--- src/rtl/if_stage.sv ---
// -----------------------------------------------------------------------------
// if_stage -- RV32I instruction-fetch stage
//
// Holds the PC, drives the asynchronous instruction-memory read address and
// owns the IF/ID pipeline register. It applies stall, flush and taken-branch
// redirects. It also spots the halt idiom (jal x0,0), lets the instructions
// already in flight drain, and then raises `halted`.
//
// Ports
//   clk, reset      rising-edge clock, synchronous active-high reset
//   pc_write        1 = PC may advance, 0 = hold (load-use stall)
//   if_id_write     1 = IF/ID may load, 0 = hold
//   flush           hazard flush, IF/ID becomes a bubble
//   take_branch     EX resolved a taken branch/jump to branch_target
//   branch_target   redirect address (low two bits ignored)
//   imem_addr       instruction-memory address (== if_pc)
//   imem_rdata      instruction word at imem_addr (async read)
//   if_pc/if_instr  current fetch PC and word
//   if_id_*         IF/ID register contents, valid = 0 marks a bubble
//   halt_pending    draining after a halt was seen
//   halted          drain complete, fetch frozen until reset
//   fetch_count     valid instructions loaded into IF/ID (wraps)
// -----------------------------------------------------------------------------
module if_stage #(
    parameter logic [31:0] RESET_PC     = 32'h0000_0000,
    parameter logic [31:0] HALT_INSTR   = 32'h0000_006f,
    parameter int unsigned DRAIN_CYCLES = 4,              // legal range 1..15
    parameter logic [31:0] NOP_INSTR    = 32'h0000_0013
) (
    input  logic        clk,
    input  logic        reset,
    input  logic        pc_write,
    input  logic        if_id_write,
    input  logic        flush,
    input  logic        take_branch,
    input  logic [31:0] branch_target,
    output logic [31:0] imem_addr,
    input  logic [31:0] imem_rdata,
    output logic [31:0] if_pc,
    output logic [31:0] if_instr,
    output logic [31:0] if_id_pc,
    output logic [31:0] if_id_instr,
    output logic        if_id_valid,
    output logic        halt_pending,
    output logic        halted,
    output logic [31:0] fetch_count
);

    typedef enum logic [1:0] {
        S_RUN    = 2'd0,
        S_DRAIN  = 2'd1,
        S_HALTED = 2'd2
    } state_e;

    localparam logic [3:0] DRAIN_INIT = 4'(DRAIN_CYCLES);

    state_e      state_q, state_d;
    logic [3:0]  cnt_q, cnt_d;
    logic [31:0] pc_q, pc_d;
    logic [31:0] if_id_pc_q, if_id_pc_d;
    logic [31:0] if_id_instr_q, if_id_instr_d;
    logic        if_id_valid_q, if_id_valid_d;
    logic [31:0] fetch_count_q, fetch_count_d;
    logic        halt_pending_q, halt_pending_d;
    logic        halted_q, halted_d;

    logic        halt_det;
    logic        bubble;
    logic [31:0] target_aligned;

    // Fetch path is purely combinational.
    assign imem_addr = pc_q;
    assign if_pc     = pc_q;
    assign if_instr  = imem_rdata;

    // The redirect target is always forced to a word boundary.
    assign target_aligned = branch_target & 32'hFFFF_FFFC;

    // A halt word only counts when it would really have been consumed: not
    // under a stall, not on a wrong path (branch/flush), and only once.
    assign halt_det = (state_q == S_RUN) && (imem_rdata == HALT_INSTR) &&
                      !take_branch && !flush && pc_write && if_id_write;

    // Any of these make IF/ID a bubble; the halt word never reaches ID.
    assign bubble = flush || take_branch || (state_q != S_RUN) || halt_det;

    // ---------------------------------------------------------------- next PC
    always_comb begin
        pc_d = pc_q;
        if (take_branch && (state_q != S_HALTED)) begin
            // Branch is older than any stall or pending halt, so it wins.
            pc_d = target_aligned;
        end else if ((state_q != S_RUN) || halt_det) begin
            pc_d = pc_q;
        end else if (!pc_write) begin
            pc_d = pc_q;
        end else begin
            pc_d = pc_q + 32'd4;
        end
    end

    // ------------------------------------------------------------------ IF/ID
    always_comb begin
        if_id_pc_d    = if_id_pc_q;
        if_id_instr_d = if_id_instr_q;
        if_id_valid_d = if_id_valid_q;
        fetch_count_d = fetch_count_q;
        if (bubble) begin
            if_id_pc_d    = 32'd0;
            if_id_instr_d = NOP_INSTR;
            if_id_valid_d = 1'b0;
        end else if (if_id_write) begin
            if_id_pc_d    = pc_q;
            if_id_instr_d = imem_rdata;
            if_id_valid_d = 1'b1;
            fetch_count_d = fetch_count_q + 32'd1;
        end
    end

    // -------------------------------------------------------------- halt FSM
    always_comb begin
        state_d = state_q;
        cnt_d   = cnt_q;
        case (state_q)
            S_RUN: begin
                if (halt_det) begin
                    state_d = S_DRAIN;
                    cnt_d   = DRAIN_INIT;
                end
            end
            S_DRAIN: begin
                if (take_branch) begin
                    // Halt was fetched down a wrong path; resume normally.
                    state_d = S_RUN;
                    cnt_d   = 4'd0;
                end else begin
                    cnt_d = cnt_q - 4'd1;
                    if (cnt_q == 4'd1) begin
                        state_d = S_HALTED;
                    end
                end
            end
            S_HALTED: begin
                state_d = S_HALTED;
            end
            default: begin
                state_d = S_RUN;
                cnt_d   = 4'd0;
            end
        endcase
        // Status flags mirror the next state so they are registered outputs.
        halt_pending_d = (state_d == S_DRAIN);
        halted_d       = (state_d == S_HALTED);
    end

    // -------------------------------------------------------------- registers
    always_ff @(posedge clk) begin
        if (reset) begin
            state_q        <= S_RUN;
            cnt_q          <= 4'd0;
            pc_q           <= RESET_PC;
            if_id_pc_q     <= 32'd0;
            if_id_instr_q  <= NOP_INSTR;
            if_id_valid_q  <= 1'b0;
            fetch_count_q  <= 32'd0;
            halt_pending_q <= 1'b0;
            halted_q       <= 1'b0;
        end else begin
            state_q        <= state_d;
            cnt_q          <= cnt_d;
            pc_q           <= pc_d;
            if_id_pc_q     <= if_id_pc_d;
            if_id_instr_q  <= if_id_instr_d;
            if_id_valid_q  <= if_id_valid_d;
            fetch_count_q  <= fetch_count_d;
            halt_pending_q <= halt_pending_d;
            halted_q       <= halted_d;
        end
    end

    assign if_id_pc     = if_id_pc_q;
    assign if_id_instr  = if_id_instr_q;
    assign if_id_valid  = if_id_valid_q;
    assign fetch_count  = fetch_count_q;
    assign halt_pending = halt_pending_q;
    assign halted       = halted_q;

endmodule
--- config.mk ---
export PLATFORM = sky130hd
export DESIGN_NAME = if_stage
export DESIGN_NICKNAME = d
export VERILOG_FILES = /design/src/rtl/if_stage.sv
export SDC_FILE = /design/constraint.sdc
export NUM_CORES = 1
export LEC_CHECK = 0
export CORE_UTILIZATION = 46
export CTS_BUF_LIST = sky130_fd_sc_hd__clkbuf_8
export DETAILED_ROUTE_END_ITERATION = 10
export PLACE_DENSITY = 0.91
export SLEW_MARGIN = 20
export SYNTH_ARGS = -nofsm -noshare
export SYNTH_HDL_FRONTEND = slang
export SYNTH_SLANG_ARGS = --single-unit
--- constraint.sdc ---
create_clock -name clk -period 3 [get_ports clk]
set_clock_uncertainty 0.1 [all_clocks]
set_input_delay 0.45 -clock clk [delete_from_list [all_inputs] [get_ports clk]]
set_output_delay 0.45 -clock clk [all_outputs]
set_load 0.005 [all_outputs]
==> metrics.txt, run 1 <==
Post-Synthesis Cells slightly below 800; post-DP HPWL about 15000 um; Worst-Skew Late Latency around 440 ps; clock-pin slew on the worst setup and hold paths approximately 80 ps; status completed; Boundary Pins between 200 and 300; Pre-antenna DRT Iters 4; die width roughly 120 um; post-CTS setup buffers 0; vias per cell ~5.8; TritonCTS clock tree yes; Pwr Total ~4.0 mW; FILL cells between 1k and 1.5k; final-stage net count 1045; Crit. End Element register; first-pass GRT wire length 33500 um; crit-path max FO 18; cts repair resizes 0; Max Freq around 380 MHz; Avg WL per Cell approximately 18 um; vias 6788; Worst Path Required approximately 3300 ps; Max VDD drop a little over 300 uV; flops & latches, synth approximately 130; startpoint class of the critical path input pin; Hold Vio Cnt, Final 0; CTS sink cnt around 130; Yosys warnings 0; hold wc startpoint reset; number of synthesized flops with an enable pin 0; Synth async-reset ratio 0%; Worst Setup SP imem_rdata[4]; CP max stage cell a311o_1; Hold WS approximately 350 ps; initial antenna violation count 0; CTS Buf Count 17; Post-Route WL approximately 21000 um; final critical-path share of the clock period between 80% and 90%; DRT antenna net count 0; dominant cell type by area after synthesis dfxtp_1; Max-slew headroom 40.6%; Power Dens Cells between 400 and 500 nW/um^2; Slew Limit Fails 0; Seq/Total Area, Yosys around two fifths; full die area between 15000 and 20000 um^2; Area Overhead vs Synth 39.9%; largest net degree at the start of global routing 52; kind of critical path input pin to register; Synth Area per Inst around 9 um^2; initial drt markers 658; Final Cell Area 9650 um^2; Worst-Margin Slew between 800 and 900 ps; Max stage delay on crit path approximately 610 ps; min Tclk post-route between 2000 and 3000 ps; top post-synthesis cells by area dfxtp_1 39%, mux2i_1 8.6%, buf_4 7.8%; area of the mapped netlist between 6000 and 7000 um^2; PortBufs 256; Std-Cell Rows 44; GRT Residual Overflow 0; post-synthesis cell type count 65; layout cells sized above 1 under 10%; Clock Path Buffers 2; CTS Hold Bufs 0; CTS root buf clkbuf_8; Final Setup Violations 0; Multi-input gate area 3430 um^2; worst r2r src if_pc[16]$_SDFFE_PP0P_; Die Y roughly 120 um; GRT Total Usage 26.7%; GP Congestion between 0.8 and 0.9; Worst EP arrival approximately 2900 ps; H-tree lvl count 4; placed cell areas 9240 um^2; core region area approximately 15000 um^2; share of the synthesized area in the top cell type about two fifths; Starting Density a little under half; ANT cells 0; static leakage between 3 and 4 nW; max_cap viols 0; vias in the first global route 6368; crit path cell chain clkdlybuf4s50_1, or4_4, nor4_2, a311o_1, o31ai_1, a21oi_1; worst hold path type input pin to register; Register Area 2660 um^2; predominant post-synthesis flop cell dfxtp_1; RSZ-0062 raised after global routing false; Post-route DRC 0
==> metrics by stage <==
| step | setup TNS, ps | std cells | util [%] | setup slack, ps |
|---|---|---|---|---|
| after floorplan | 0 | 784 | - | 692 |
| after global placement | 0 | 1136 | 63.3 | 47.0 |
| after detailed placement | -51.5 | 1136 | 63.3 | -32.9 |
| after CTS | 0 | 1167 | 66.2 | 425 |
| after global routing | 0 | 1167 | 66.2 | 308 |
| final | 0 | 1167 | 66.2 | 389 |
==> state kept, by name, indices dropped and copies added, names as in the netlist <==
name and flops:
if_id_valid 1, if_pc 30, halt_pending 1, if_id_pc 30
state_q 2, fetch_count 32, if_id_instr 32, halted 1
cnt_q 4
==> layout make-up <==
cell class | instances | area share [%]
multi-input combinational | 520 | 35.5
timing repair buffer | 289 | 29.8
sequential | 133 | 27.6
clock buffer | 18 | 2.57
tap | 184 | 2.39
clock inverter | 13 | 1.74
inverter | 10 | 0.389
==> path summary, 6_finish.rpt <==
check / to / slack (ps) / depth (start not counted)
max: fetch_count[30]$_SDFFE_PP0P_ / 390 / 6
min: halted$_SDFF_PP0_ / 350 / 2
max reg2reg: if_pc[31]$_SDFFE_PP0P_ / 510 / 5
min reg2reg: if_id_valid$_SDFFE_PP0P_ / 380 / 2
==> report_power, final <==
group,leakage [nW],switching (mW),internal [mW],total [mW]
Combinational,2.11,0.229,0.322,0.551
Clock,0.216,0.698,0.907,1.60
Sequential,1.08,0.0618,1.81,1.87
==> kinds of logic (layout without fill, tap and decap cells) <==
logic type	count (synthesis)	count (layout)	share of synthesized area, %
multiplexers	63	63	9.22
flip-flops	133	133	38.6
AND/OR/NAND/NOR	316	316	25.3
AO/OA/AOI/OAI	131	131	14.2
adder cells (fa/ha/maj)	4	4	0.726
buffers and inverters	131	330	12.0
other	1	6	0.0544
==> metal layers <==
metal	GRT usage (%)	vias to the layer above	wire, um	part of all wire (%)
met2	43.6	296	9890	47
li1	-	3195	-	-
met4	11.3	0	646	3.1
met1	33.4	3250	9000	43
met5	0	-	0	0
met3	6.66	47	1430	6.8
==> worst max-delay path: cells and delay by family <==
kind / cells / cell delay, ps
buf+inv: 1 / 480
simple gates: 2 / 980
compound gates: 3 / 960
==> synth_stat cells, types with 5 or more instances <==
cell type and number:
nor2_1 104, or3_1 9, dfxtp_1 133, nand4_1 12
nor4_1 22, a311oi_1 9, nor2b_1 5, nor3_1 13
clkbuf_1 30, a311oi_2 5, buf_2 13, nand3_1 32
or4_1 32, and3_1 10, o31ai_1 32, buf_4 72
inv_1 10, a21oi_1 38, and4_1 13, a211o_1 5
nand2_1 34, mux2i_1 59, a211oi_1 9
==> cell usage in the layout (no fill, tap or decap), types with 10 or more instances in the layout <==
| cell type | synthesis | routed |
|---|---|---|
| nor4_1 | 22 | 22 |
| nand2_1 | 34 | 34 |
| nand3_1 | 32 | 32 |
| and3_1 | 10 | 10 |
| nor3_1 | 13 | 13 |
| nor2_1 | 104 | 104 |
| inv_1 | 10 | 14 |
| nand4_1 | 12 | 12 |
| and4_1 | 13 | 13 |
| buf_4 | 72 | 28 |
| clkdlybuf4s50_1 | 0 | 254 |
| dfxtp_1 | 133 | 133 |
| o31ai_1 | 32 | 32 |
| or4_1 | 32 | 32 |
| clkbuf_8 | 0 | 18 |
| mux2i_1 | 59 | 59 |
| a21oi_1 | 38 | 38 |
No activity file was read; power rests on OpenSTA's default activity.
==> run 2: changes to the inputs <==
==> constraint.sdc (replaced) <==
create_clock -name clk -period 3 [get_ports clk]
set_clock_uncertainty 0.1 [all_clocks]
set_input_delay 0.3 -clock clk [delete_from_list [all_inputs] [get_ports clk]]
set_output_delay 0.3 -clock clk [all_outputs]
set_load 0.005 [all_outputs]
==> run 2 against run 1 <==
  * First-iteration DRC count shrank 9.0%
  * Sequential power hardly changed
  * Largest power group unchanged
  * Final cell count decreased by 0.69%
  * Final area decreased by 1.0%
  * Via count fell by 0.15%
  * Critical path type is now register to register
  * Hold slack got worse by 150 ps
  * Combinational power decreased by 2%
  * Critical path depth fell by 1
==> metrics.txt, run 2 (synthesis results as in run 1) <==
commonest non-fill, non-tap cell in the layout clkdlybuf4s50_1; CTS sink cnt 133; vias 6778; Sw Share 24.3%; cts repair resizes 0; Starting Density a little under half; TritonCTS clock tree yes; Gate power share 13.2%; commonest non-fill, non-tap cells in the layout 254 x clkdlybuf4s50_1, 133 x dfxtp_1, 104 x nor2_1; CTS Buf Count 17; CTS root buf clkbuf_8; post-CTS setup buffers 0; Hold Vio Cnt, Final 0; switching power 991 uW; Hold Path Sink fetch_count[5]$_SDFFE_PP0P_; min Tclk post-route about 2500 ps; status completed; max_cap viols 0; GRT Total Usage between 20% and 30%; Die Y ~120 um; Multi-input gate area approximately 3400 um^2; worst r2r src if_pc[16]$_SDFFE_PP0P_; Max-slew headroom approximately two fifths; clock-pin slew on the worst setup and hold paths 80 ps; PortBufs between 200 and 300; Worst Path Required roughly 3200 ps; Crit. End Element register; placed insts 1127; R2R cell count 5; ANT cells 0; worst hold path type input pin to register; Worst EP arrival approximately 2800 ps; startpoint class of the critical path register; initial drt markers 599; final-stage net count about 1.0k; Pre-antenna DRT Iters 5; Post-Route WL between 20000 and 25000 um; Final Cell Area roughly 9600 um^2; P_int ~3 mW; static leakage 3.36 nW; FILL cells between 1k and 1.5k; Worst-Skew Late Latency 430 ps; Boundary Pins ~270; Std-Cell Rows 44; H-tree lvl count 4; hold path cells 2; DRT antenna net count 0; GRT Residual Overflow 0; placed cell areas ~9000 um^2; kind of critical path register to register; vias in the first global route 6377; final cell count without fillers roughly 1.2k; part of the power in the clock network between 40% and 50%; Reg power frac a little under half; die width between 100 and 150 um; Post-route DRC 0; final critical-path share of the clock period between 80% and 90%; largest net degree at the start of global routing 55; Max VDD drop 390 uV; hold wc startpoint reset; TNS Setup 0 ps; Clock Path Buffers 2; layout cells sized above 1 8.72%; Register Area around 2700 um^2; crit-path max FO 10; full die area 15500 um^2; r2r setup slk approximately 460 ps; Area Overhead vs Synth 38.5%; RSZ-0062 raised after global routing false; R2R Path End if_pc[31]$_SDFFE_PP0P_; core region area about 15000 um^2; met3 WL approximately 1500 um; Worst-Margin Slew just over 900 ps; CTS Hold Bufs 0; Final Setup Violations 0; Slew Limit Fails 0; post-DP HPWL between 10000 and 15000 um; Max Freq roughly 390 MHz; Avg WL per Cell approximately 18 um; GP Congestion 0.801; highest metal used met4; Metal-1 WL 8930 um; first-pass GRT wire length around 33000 um; vias per cell between 5 and 6; Power Dens Cells 426 nW/um^2; initial antenna violation count 0; metal2 WL between 10000 and 15000 um
-- run 2: changes by cell type in the layout (fill, tap and decap cells not counted) --
cell,delta
inv_1,-1
buf_12,-4
clkbuf_8,+2
clkinvlp_4,-3
clkinv_2,+2
buf_4,-5
clkinv_4,+1
-- run 2: final cells by class --
class,count,area share [%]
Inverter,10,0.393
Tap cell,184,2.41
Clock inverter,12,1.68
Multi-Input combinational cell,520,35.9
Sequential cell,133,27.9
Timing Repair Buffer,280,28.9
Clock buffer,20,2.88
-- run 2: how the worst max path moves through the flow --
stage / endpoint / cells past startpoint / slack [ps] / from
2_1_floorplan: fetch_count[13]$_SDFFE_PP0P_ / 7 / 840 / imem_rdata[4]
4_1_cts: if_pc[31]$_SDFFE_PP0P_ / 5 / 530 / if_pc[16]$_SDFFE_PP0P_
3_3_place_gp: fetch_count[13]$_SDFFE_PP0P_ / 7 / 160 / imem_rdata[4]
5_1_grt: if_pc[31]$_SDFFE_PP0P_ / 5 / 310 / if_pc[16]$_SDFFE_PP0P_
3_5_place_dp: fetch_count[13]$_SDFFE_PP0P_ / 7 / 140 / imem_rdata[4]
6_report: if_pc[31]$_SDFFE_PP0P_ / 5 / 460 / if_pc[16]$_SDFFE_PP0P_
-- run 2: power by group through the flow --
stage	Sequential, mW	Combinational, mW	Clock (mW)
floorplan	1.89	0.274	0
global placement	1.91	0.526	0
detailed placement	1.91	0.534	0
CTS	1.87	0.539	1.68
global route	1.88	0.575	1.77
finish	1.87	0.539	1.66
-- run 2: per-layer routing --
metal | track usage (%) | vias up
li1 | - | 3181
met1 | 33.1 | 3232
met2 | 43.9 | 332
met3 | 6.87 | 33
met4 | 9.64 | 0
met5 | 0 | -
-- run 2: critical path, stage by stage, from the launching register on --
cell	delay, ps
dfxtp_1	540
nand4_1	320
nor3_2	330
nand3_1	300
or4_1	540
a311oi_1	300
-- run 2: per-stage QoR --
stage	setup slack [ps]	util (%)	total power, mW	hold WS, ps
after global routing	313	65.5	4.23	189
after global placement	155	62.5	2.43	346
after CTS	530	65.5	4.09	166
after detailed placement	139	62.5	2.44	365
after floorplan	842	-	2.17	318
final	465	65.5	4.07	198
